$ cat src/rtl/frame_request_gen.sv
// frame_request_gen: frame request source for the CMOS capture / DDR3 write
// path. SD mode issues periodic requests from a loadable period timer; USB
// mode issues one request per host pulse. A request is a level held until
// frame_ack. Triggers that land while a request is pending bump miss_cnt.
//
// Optional build macro FRAME_REQ_TIMEOUT_EN: abandon a request after
// ACK_TIMEOUT cycles without an ack (pulses ack_timeout, counts a miss).
//
// Ports:
//   clk, rst_n          clock, asynchronous active-low reset
//   initial_done        low = synchronous hold/clear (period, miss_cnt kept)
//   usb_request         pulse: select USB mode and trigger one request
//   sd_request          pulse: select SD periodic mode
//   period_cfg/_load    new period (clamped to >= 2) and its load strobe
//   frame_ack           capture path accepted the current request
//   request_new_frame   request level
//   frame_tick          one-cycle pulse per trigger (accepted or missed)
//   usb_mode            1 = USB on-demand, 0 = SD periodic
//   miss_cnt            saturating count of lost triggers
//   ack_timeout         one-cycle pulse when a request is abandoned
module frame_request_gen #(
  parameter int PERIOD_W       = 24,
  parameter int DEFAULT_PERIOD = 2000000,
  parameter int MISS_W         = 8,
  parameter int ACK_TIMEOUT    = 65535
) (
  input  logic                clk,
  input  logic                rst_n,
  input  logic                initial_done,
  input  logic                usb_request,
  input  logic                sd_request,
  input  logic [PERIOD_W-1:0] period_cfg,
  input  logic                period_load,
  input  logic                frame_ack,
  output logic                request_new_frame,
  output logic                frame_tick,
  output logic                usb_mode,
  output logic [MISS_W-1:0]   miss_cnt,
  output logic                ack_timeout
);

  typedef enum logic {IDLE, REQ} state_t;

  if (ACK_TIMEOUT < 1) begin : g_bad_timeout
    $error("ACK_TIMEOUT must be at least 1");
  end

  state_t              state_q, state_d;
  logic [PERIOD_W-1:0] period_q, cnt_q, cnt_d, cfg_eff;
  logic                usb_q, usb_d, tick_q, tick_d, ato_q, ato_d;
  logic [MISS_W-1:0]   miss_q, miss_d, miss_inc;
  logic                running, wrap, trig, to_hit;

  assign cfg_eff  = (period_cfg < PERIOD_W'(2)) ? PERIOD_W'(2) : period_cfg;
  assign running  = initial_done && !usb_q;
  assign wrap     = running && (cnt_q == period_q - PERIOD_W'(1));
  // A load on the wrap cycle restarts the count and eats that trigger.
  assign trig     = initial_done && (usb_request || (wrap && !period_load));
  assign miss_inc = (&miss_q) ? miss_q : miss_q + MISS_W'(1);

  // Counter sits at 0 whenever it is not free-running in SD mode; covers
  // entering SD mode (usb_q still set on the sd_request cycle).
  always_comb begin
    cnt_d = cnt_q + PERIOD_W'(1);
    if (!initial_done || period_load || usb_q || usb_request || wrap)
      cnt_d = '0;
  end

  always_comb begin
    usb_d = usb_q;
    if (!initial_done)    usb_d = 1'b0;
    else if (usb_request) usb_d = 1'b1;
    else if (sd_request)  usb_d = 1'b0;
  end

`ifdef FRAME_REQ_TIMEOUT_EN
  localparam int TO_W = (ACK_TIMEOUT < 2) ? 1 : $clog2(ACK_TIMEOUT + 1);
  logic [TO_W-1:0] tcnt_q, tcnt_d;
  assign to_hit = (tcnt_q >= TO_W'(ACK_TIMEOUT - 1));
`else
  assign to_hit = 1'b0;
`endif

  always_comb begin
    state_d = state_q;
    tick_d  = 1'b0;
    ato_d   = 1'b0;
    miss_d  = miss_q;
`ifdef FRAME_REQ_TIMEOUT_EN
    // Holds once the limit is reached so a trigger on that cycle only defers it.
    tcnt_d  = (state_q == REQ && !to_hit) ? tcnt_q + TO_W'(1) : tcnt_q;
`endif
    if (!initial_done) begin
      state_d = IDLE;
`ifdef FRAME_REQ_TIMEOUT_EN
      tcnt_d  = '0;
`endif
    end else begin
      tick_d = trig;
      case (state_q)
        IDLE: begin
          if (trig) state_d = REQ;
`ifdef FRAME_REQ_TIMEOUT_EN
          tcnt_d = '0;
`endif
        end
        REQ: begin
          if (frame_ack) begin
            state_d = trig ? REQ : IDLE;
`ifdef FRAME_REQ_TIMEOUT_EN
            tcnt_d  = '0;
`endif
          end else if (trig) begin
            miss_d = miss_inc;
          end else if (to_hit) begin
            state_d = IDLE;
            ato_d   = 1'b1;
            miss_d  = miss_inc;
          end
        end
        default: state_d = IDLE;
      endcase
    end
  end

  always_ff @(posedge clk or negedge rst_n) begin
    if (!rst_n) begin
      state_q  <= IDLE;
      period_q <= PERIOD_W'(DEFAULT_PERIOD);
      cnt_q    <= '0;
      usb_q    <= 1'b0;
      tick_q   <= 1'b0;
      ato_q    <= 1'b0;
      miss_q   <= '0;
    end else begin
      state_q <= state_d;
      cnt_q   <= cnt_d;
      usb_q   <= usb_d;
      tick_q  <= tick_d;
      ato_q   <= ato_d;
      miss_q  <= miss_d;
      if (period_load) period_q <= cfg_eff;
    end
  end

`ifdef FRAME_REQ_TIMEOUT_EN
  always_ff @(posedge clk or negedge rst_n) begin
    if (!rst_n) tcnt_q <= '0;
    else        tcnt_q <= tcnt_d;
  end
`endif

  assign request_new_frame = (state_q == REQ);
  assign frame_tick        = tick_q;
  assign usb_mode          = usb_q;
  assign miss_cnt          = miss_q;
`ifdef FRAME_REQ_TIMEOUT_EN
  assign ack_timeout       = ato_q;
`else
  assign ack_timeout       = 1'b0;
  logic unused_ato;
  assign unused_ato        = ato_q ^ to_hit;
`endif

endmodule

$ cat config.mk
export PLATFORM = sky130hd
export DESIGN_NAME = frame_request_gen
export DESIGN_NICKNAME = d
export VERILOG_FILES = /design/src/rtl/frame_request_gen.sv
export SDC_FILE = /design/constraint.sdc
export NUM_CORES = 1
export LEC_CHECK = 0
export ABC_AREA = 0
export CORE_MARGIN = 5
export CORE_UTILIZATION = 25
export CTS_BUF_LIST = sky130_fd_sc_hd__clkbuf_4
export DETAILED_ROUTE_END_ITERATION = 8
export PLACE_DENSITY_LB_ADDON = 0.1
export SLEW_MARGIN = 25
export SYNTH_ARGS = -nofsm -noshare
export SYNTH_HDL_FRONTEND = slang
export SYNTH_SLANG_ARGS = --single-unit
export TNS_END_PERCENT = 10
$ cat constraint.sdc
create_clock -name clk -period 3.3 [get_ports clk]
set_input_delay 0.66 -clock clk [delete_from_list [all_inputs] [get_ports clk]]
set_output_delay 0.66 -clock clk [all_outputs]
set_load 0.03 [all_outputs]
# [Word-level counts from Yosys, hierarchy flattened]
# Index checks and enable logic that the tools add are counted.
[totals] register_bits=59 in_bits=31
[op_classes] addsub=3 n_lt_le_gt_ge=1 n_eq_ne=2 n_mux=10 n_bitwise=3 n_reduce_logical=14
[ops] cell="24-bit two-way mux" count=2
[ops] cell="24-bit by 1-bit adder with 24-bit output, second input constant" count=1
[ops] cell="24-bit == test" count=1
[ops] cell="24-bit by 2-bit < comparator with 1-bit output, second input constant" count=1
[ops] cell="24-bit by 1-bit subtractor with 24-bit output, second input constant" count=1
[ops] cell="8-bit by 1-bit adder with 8-bit output, second input constant" count=1
[ops] cell="8-bit AND reduction" count=1
[ops] cell="1-bit two-way mux" count=7
[ops] cell="1-bit logical OR" count=5
[ops] cell="5-bit AND reduction" count=1
[ops] cell="1-bit logical AND" count=4
[ops] cell="1-bit zero test" count=3
[ops] cell="3-bit by 1-bit inequality test with 1-bit output, second input constant" count=1
[ops] cell="1-bit NOT" count=3
[ops] cell="1-bit one-hot mux with 2 select lines" count=1

# [Longest topological paths before layout]
# Gate-level depths: netlist (run 1).
[depth] word_depth=10 ltp_mapped=13 ltp_nobuf=11

# [Least setup slack after synthesis (run 1)]
# No wires, ideal clock.
[synth_timing] kind="reg-to-reg" start="reg period_q[3]" end="reg miss_q[1], in the netlist miss_cnt[1]" arrival_time_ns=2.882 slack_ns=0.293 path_stages_with_launch=11 path_buffers=1 synth_period_minus_slack_ns=3.007 cell_sequence="dfrtp_1 buf_6 nor4_4 nand4_2 nor3_4 mux2_2 a21o_1 a221oi_2 a31oi_4 nor2_1 mux2_2"
[synth_via] elab_chain_len=7
[synth_lines] item="start: declaration" line="49" source="logic [PERIOD_W-1:0] period_q, cnt_q, cnt_d, cfg_eff;"
[synth_lines] item="start signal: assignment" line="129" source="period_q <= PERIOD_W'(DEFAULT_PERIOD);"
[synth_lines] item="start signal: assignment" line="142" source="if (period_load) period_q <= cfg_eff;"
[synth_lines] item="24-bit by 1-bit subtractor with 24-bit output" line="56" source="assign wrap = running && (cnt_q == period_q - PERIOD_W'(1));"
[synth_lines] item="24-bit == test" line="56"
[synth_lines] item="1-bit logical AND" line="56"
[synth_lines] item="1-bit logical AND" line="58" source="assign trig = initial_done && (usb_request || (wrap && !period_load));"
[synth_lines] item="1-bit logical OR" line="58"
[synth_lines] item="1-bit logical AND" line="58"
[synth_lines] item="5-bit AND reduction (no line)"
[synth_lines] item="end signal: assignment" line="141" source="miss_q <= miss_d;"
[synth_lines] item="end: declaration" line="51" source="logic [MISS_W-1:0] miss_q, miss_d, miss_inc;"
# Every way passes these cells.
# A chain may end at the register's enable or synchronous reset.

# [Worst setup path after layout (run 1)]
[layout_timing] start="reg period_q[12]" end="reg miss_q[1], in the netlist miss_cnt[1]"
# The elaborated chain is that of the path after synthesis.

==> results.toml, run 1 <==
[run_status]
status = "finished, final reports clean"

[synthesis]
synth-seq-cells = 59
synth_edf_count = 0
synth_area_mm2 = 0.003516
ys_seq_area_frac = 0.4224
synthesis.nets = 377
avgSynthCellArea_um2 = 10.25
netlist_instances = 343
synth_ff_type = "dfrtp_1"
yosys_warnings = 0
synth_top_area_cell = "dfrtp_1"
yosysUniqueCellTypes = 59
synth_top_cells_by_area = "dfrtp_1, xor2_1, mux2_2, xnor2_1, dfstp_2"
netlist.area_leader.share = 0.3701
async_reset_ff_frac = 1.000

[finish]
layout.nets = 439
fin_cells = 590
diodes = 0
syn_to_final_growth_pct = 25.87
fillers = 1410
final_util = 0.3201
layout-drive-gt1-share = 0.2317
design_area_mm2 = 0.004425

[detailed_routing]
routedWlPerCell_um = 15.83
detail-route-antenna-nets = 0
via_count = 2725
wirelength_mm = 9.337
drt_iter0_markers = 153
firstDrtPassIters = 4
post-route-drc-count = 0
via_per_inst = 4.619

[setup_path]
r2r_slack_ns = 0.16
required_ns = 3.62
rr_worst_depth = 10
crit_top_cell = "nor2_2"
r2r_start = "period_q[12]"
critical_path.slowest_cell = "nor4_4"
path_cells = "nor4_4 > nand4_1 > buf_4 > nor2_2 > mux2i_1 > a21oi_1 > a2111oi_4 > a31oi_4 > nor2_2 > mux2_2"
path_class = "flop to flop"
reg2reg_to = "miss_cnt[1]"
slowest_delay_ns = 0.48
cp_max_fo = 8
arrival_ns = 3.45
critPathLaunchType = "flop"
cp-end-kind = "flop"

[placement]
place.gp.congestion = 0.7927
placed_area_mm2 = 0.004243
numPortBuffers = 41
place_inst = 570
dp_hpwl_mm = 6.943

[sta]
finalCritPeriodShare = 0.9513
hold_violations = 0
setup_tns_ns = 0
fin_worst_skew_ns = 0.02214
setup_viol = 0
post-route-min-period_ns = 3.139
fmax_mhz = 318.5
slew_violations = 0

[die]
dieArea_mm2 = 0.01654
coreArea_mm2 = 0.01383
die_h_um = 128.6
die_w_um = 128.6
initial_utilization = 0.2543
pin_count = 43
fp-row-count = 43

[global_routing]
grt_max_degree = 26
grt_first_pass_wirelength_mm = 15.24
grt.busiest_layer = "met2"
use_met3 = 0.03819
gr-total-overflow = 0
use_met2 = 0.1814
grt_usage = 0.1205
antenna_found_initial = 0
first_global_vias = 2838
grtUsageMet1 = 0.1655

[clocking]
root_buffer = "clkbuf_4"
ctsHoldBuffers = 0
clkLatencyLatePin_ns = 0.43
tritoncts = "yes"
path_clk_slew_ns = 0.11
cts_made_buffers = 9
cts_sinks = 59
cts.path.max_buffers = 2
htreeDepth = 3

[power_and_ir_drop]
p_leak_nw = 1.720
p_total_mw = 1.681
vdd_ir_drop_max_uv = 313.1
powerDensity_mw_per_mm2 = 379.8

[flow_run]
cap_viol_max_count = 0

[min_path]
hold_path.class = "input pin to asynchronous set/reset pin"
==> area by class of cell <==
cell class | instances | area [um^2] | share of cell area
multi-input combinational | 264 | 1981 | 0.4476
clock buffer | 13 | 97.59 | 0.02205
tap | 180 | 225.2 | 0.05089
timing repair buffer | 65 | 598.1 | 0.1351
clock inverter | 3 | 15.01 | 0.003393
inverter | 6 | 22.52 | 0.005089
sequential | 59 | 1486 | 0.3359
==> cells by family after synthesis <==
logic type / Yosys count / synth area share
xor gates and xnor gates: 60 / 0.1495
AOI/OAI and AO/OA: 25 / 0.06904
muxes: 27 / 0.08541
and+or+nand+nor: 148 / 0.2367
DFF: 59 / 0.4224
buffers and inverters: 20 / 0.02527
other: 1 / 0.001067
adders and majority gates: 3 / 0.01068
==> metal layers <==
metal / up-vias / routed length [um]
li1: 1337 / -
met1: 1329 / 4705
met2: 48 / 4076
met3: 11 / 422
met4: 0 / 132
met5: - / 0
==> layout by cell type (no fill, tap or decap), types with 7 or more instances in the layout <==
| cell type | count |
|---|---|
| clkdlybuf4s50_1 | 40 |
| clkbuf_4 | 13 |
| xnor2_1 | 27 |
| nand4_1 | 12 |
| dfstp_2 | 7 |
| nor2_1 | 39 |
| nor3_1 | 13 |
| xor2_1 | 33 |
| mux2_2 | 24 |
| nand3_1 | 15 |
| nand2_1 | 24 |
| dfrtp_1 | 51 |
| buf_4 | 23 |
==> power breakdown <==
group	switching (mW)	internal [mW]
combinational	0.192	0.185
clock	0.272	0.186
sequential	0.0673	0.779
==> timing repair <==
item | CTS | global route
resized for setup | 0 | 8
setup endpoints to repair | 0 | 8
buffers inserted | 0 | 4
==> flip-flops by register name (all words and copies together) (netlist names) <==
name and flops:
miss_cnt 8, usb_mode 1, cnt_q 24, period_q 24, frame_tick 1, request_new_frame 1
==> synthesized netlist by cell type (5+ instances only) <==
cell and instances:
dfrtp_1 52, nand3_1 15, nor2_1 40, clkbuf_1 9, nor2b_1 5, nor4_1 9
and3_1 5, dfstp_2 7, inv_1 6, xnor2_1 27, xor2_1 33, mux2_2 24
a21oi_1 5, nand2_1 24, nor3_1 13, nand4_1 12
==> critical path, delay by kind of cell, from the launching register on <==
family | cells | cell delay (ns)
multiplexers | 2 | 0.55
buffers and inverters | 1 | 0.20
AND/OR/NAND/NOR | 4 | 1.03
flip-flops | 1 | 0.47
AO/OA/AOI/OAI | 3 | 0.78
==> how the worst max path moves through the flow <==
stage	startpoint	end	slack, ns	depth (start not counted)
2_1_floorplan	period_q[3]	miss_cnt[1]	0.29	10
3_3_place_gp	period_q[9]	miss_cnt[1]	0.09	10
3_5_place_dp	period_q[12]	miss_cnt[1]	0.08	10
4_1_cts	period_q[12]	miss_cnt[1]	0.05	10
5_1_grt	period_q[12]	miss_cnt[5]	-0.01	9
6_report	period_q[12]	miss_cnt[1]	0.16	10
==> stage by stage <==
stage / hold slack, ns / setup slack, ns
2_1_floorplan: 0.3644 / 0.2929
3_3_place_gp: 0.4889 / 0.09415
3_5_place_dp: 0.4904 / 0.07856
4_1_cts: 0.1295 / 0.05254
5_1_grt: 0.1775 / -0.01259
6_report: 0.1583 / 0.1606
No activity file was read; power rests on OpenSTA's default activity.
==> run 2: changes to the inputs <==
Clock period 3.3 ns to 3.5 ns, I/O delays scaled along.
==> run 2 against run 1 <==
Sequential share of layout area grew 0.97 points. Utilization down 0.92 points. Total power shrank 6.4%. Sequential power down 4.8%. Maximum frequency decreased by 4.4%. Clock-buffer cell count up 2. Via count shrank 1.7%. Highest routed layer unchanged. Critical endpoint unchanged.
==> results.toml, run 2 (same netlist as run 1, synthesis figures left out) <==
[run_status]
status = "finished, final reports clean"

[sta]
whs_ns = 0.2421
fmax_mhz = 304.6
worst_pin_slew_ns = 0.5389
fin_worst_skew_ns = 0.01788
finalCritPeriodShare = 0.9379
slew_violations = 0
setup_viol = 0
hold_violations = 0
post-route-min-period_ns = 3.283
setup_tns_ns = 0
relSlewSlack = 0.6407
rsz0062_at_grt = "false"

[clocking]
cts_sinks = 59
cts.path.max_buffers = 2
ctsHoldBuffers = 0
clkLatencyLatePin_ns = 0.43
tritoncts = "yes"
cts_made_buffers = 9
path_clk_slew_ns = 0.10
htreeDepth = 3
root_buffer = "clkbuf_4"

[setup_path]
cp_max_fo = 9
rr_worst_depth = 9
cp-end-kind = "flop"
reg2reg_to = "miss_cnt[1]"
slowest_delay_ns = 0.47
crit_cells = 9
required_ns = 3.82
critPathLaunchType = "flop"
path_class = "flop to flop"
crit_buf_inv = 0
r2r_start = "period_q[11]"
r2r_slack_ns = 0.22
worst_path_dominant_cell_family = "simple AND/OR/NAND/NOR gates"
path_cells = "nor4_4 > nand4_2 > nor3_4 > mux2_2 > a21o_1 > a221oi_2 > a31oi_4 > nor2_1 > mux2_2"
critical_path.slowest_cell = "dfrtp_1"
arrival_ns = 3.60
crit_top_cell = "mux2_2"

[die]
initial_utilization = 0.2543
coreArea_mm2 = 0.01383
fp-row-count = 43
die_h_um = 128.6
pin_count = 43
dieArea_mm2 = 0.01654
die_w_um = 128.6

[global_routing]
gr-total-overflow = 0
first_global_vias = 2853
antenna_found_initial = 0
grt_max_degree = 41
grt_usage = 0.1175
grt_first_pass_wirelength_mm = 14.88

[finish]
diodes = 0
final_cell_mix = "dfrtp_1, nor2_1, clkdlybuf4s50_1, xor2_1, xnor2_1"
final_common_cell = "dfrtp_1"
design_area_mm2 = 0.004298
fin_cells = 578
layout-drive-gt1-share = 0.1935
layout.nets = 427
final_util = 0.3108
syn_to_final_growth_pct = 22.24

[placement]
placed_area_mm2 = 0.004163
dp_hpwl_mm = 6.895
place.gp.congestion = 0.7836
place_inst = 561
numPortBuffers = 41

[detailed_routing]
firstDrtPassIters = 6
detail-route-antenna-nets = 0
via_count = 2678
wirelength_mm = 9.068
routedWlPerCell_um = 15.69
post-route-drc-count = 0
via_per_inst = 4.633
drt_iter0_markers = 132

[flow_run]
cap_viol_max_count = 0

[power_and_ir_drop]
powerDensity_mw_per_mm2 = 366.1
p_leak_nw = 1.652
vdd_ir_drop_max_uv = 203.1

[min_path]
hold_path.class = "input pin to asynchronous set/reset pin"
[run 2: where the power goes]
part           switching (mW)  internal (mW)
clock network           0.246          0.193
logic                   0.166          0.163
registers              0.0710          0.735
[run 2: per-stage QoR]
| step | power, mW | setup WS [ns] |
|---|---|---|
| global route | 1.675 | 0.01235 |
| CTS | 1.607 | 0.1481 |
| detailed placement | 1.148 | 0.1715 |
| global placement | 1.148 | 0.1876 |
| floorplan | 0.9987 | 0.4929 |
| finish | 1.573 | 0.2174 |
[run 2: final cells by class]
class / count / area [um^2]
clock buffers: 15 / 112.6
clock inverters: 1 / 3.754
fillers: 1418 / 9529
inverters: 6 / 22.52
multi-input cells: 264 / 1951
flip-flops and latches: 59 / 1485
well taps: 180 / 225.2
repair buffers: 53 / 498.0
[run 2: how the worst max path moves through the flow]
| stage | startpoint | endpoint | slack (ns) |
|---|---|---|---|
| floorplan | period_q[3] | miss_cnt[1] | 0.49 |
| global placement | period_q[8] | miss_cnt[1] | 0.19 |
| detailed placement | period_q[4] | miss_cnt[1] | 0.17 |
| CTS | period_q[4] | miss_cnt[1] | 0.15 |
| global route | period_q[11] | miss_cnt[1] | 0.01 |
| finish | period_q[11] | miss_cnt[1] | 0.22 |
[run 2: layer usage]
layer	part of all wire	GRT usage	vias to the layer above
li1	-	-	1315
met1	0.49	0.1565	1298
met2	0.44	0.1768	55
met3	0.055	0.04193	10
met4	0.015	0.04077	0
met5	0	0	-
[run 2: timing repair]
action / 4_1_cts / 5_1_grt
endpoints found under the setup margin: 0 / 4
gates resized for setup: 0 / 2
setup buffers: 0 / 1
endpoints found under the hold margin: 0 / 0
==> run 3: changes to the inputs <==
Settings changed: ABC_AREA 0 to default, CTS_CLUSTER_SIZE from default to 10.
==> results of run 3 <==
The final DEF is identical to that of run 2; final timing and power are the same.
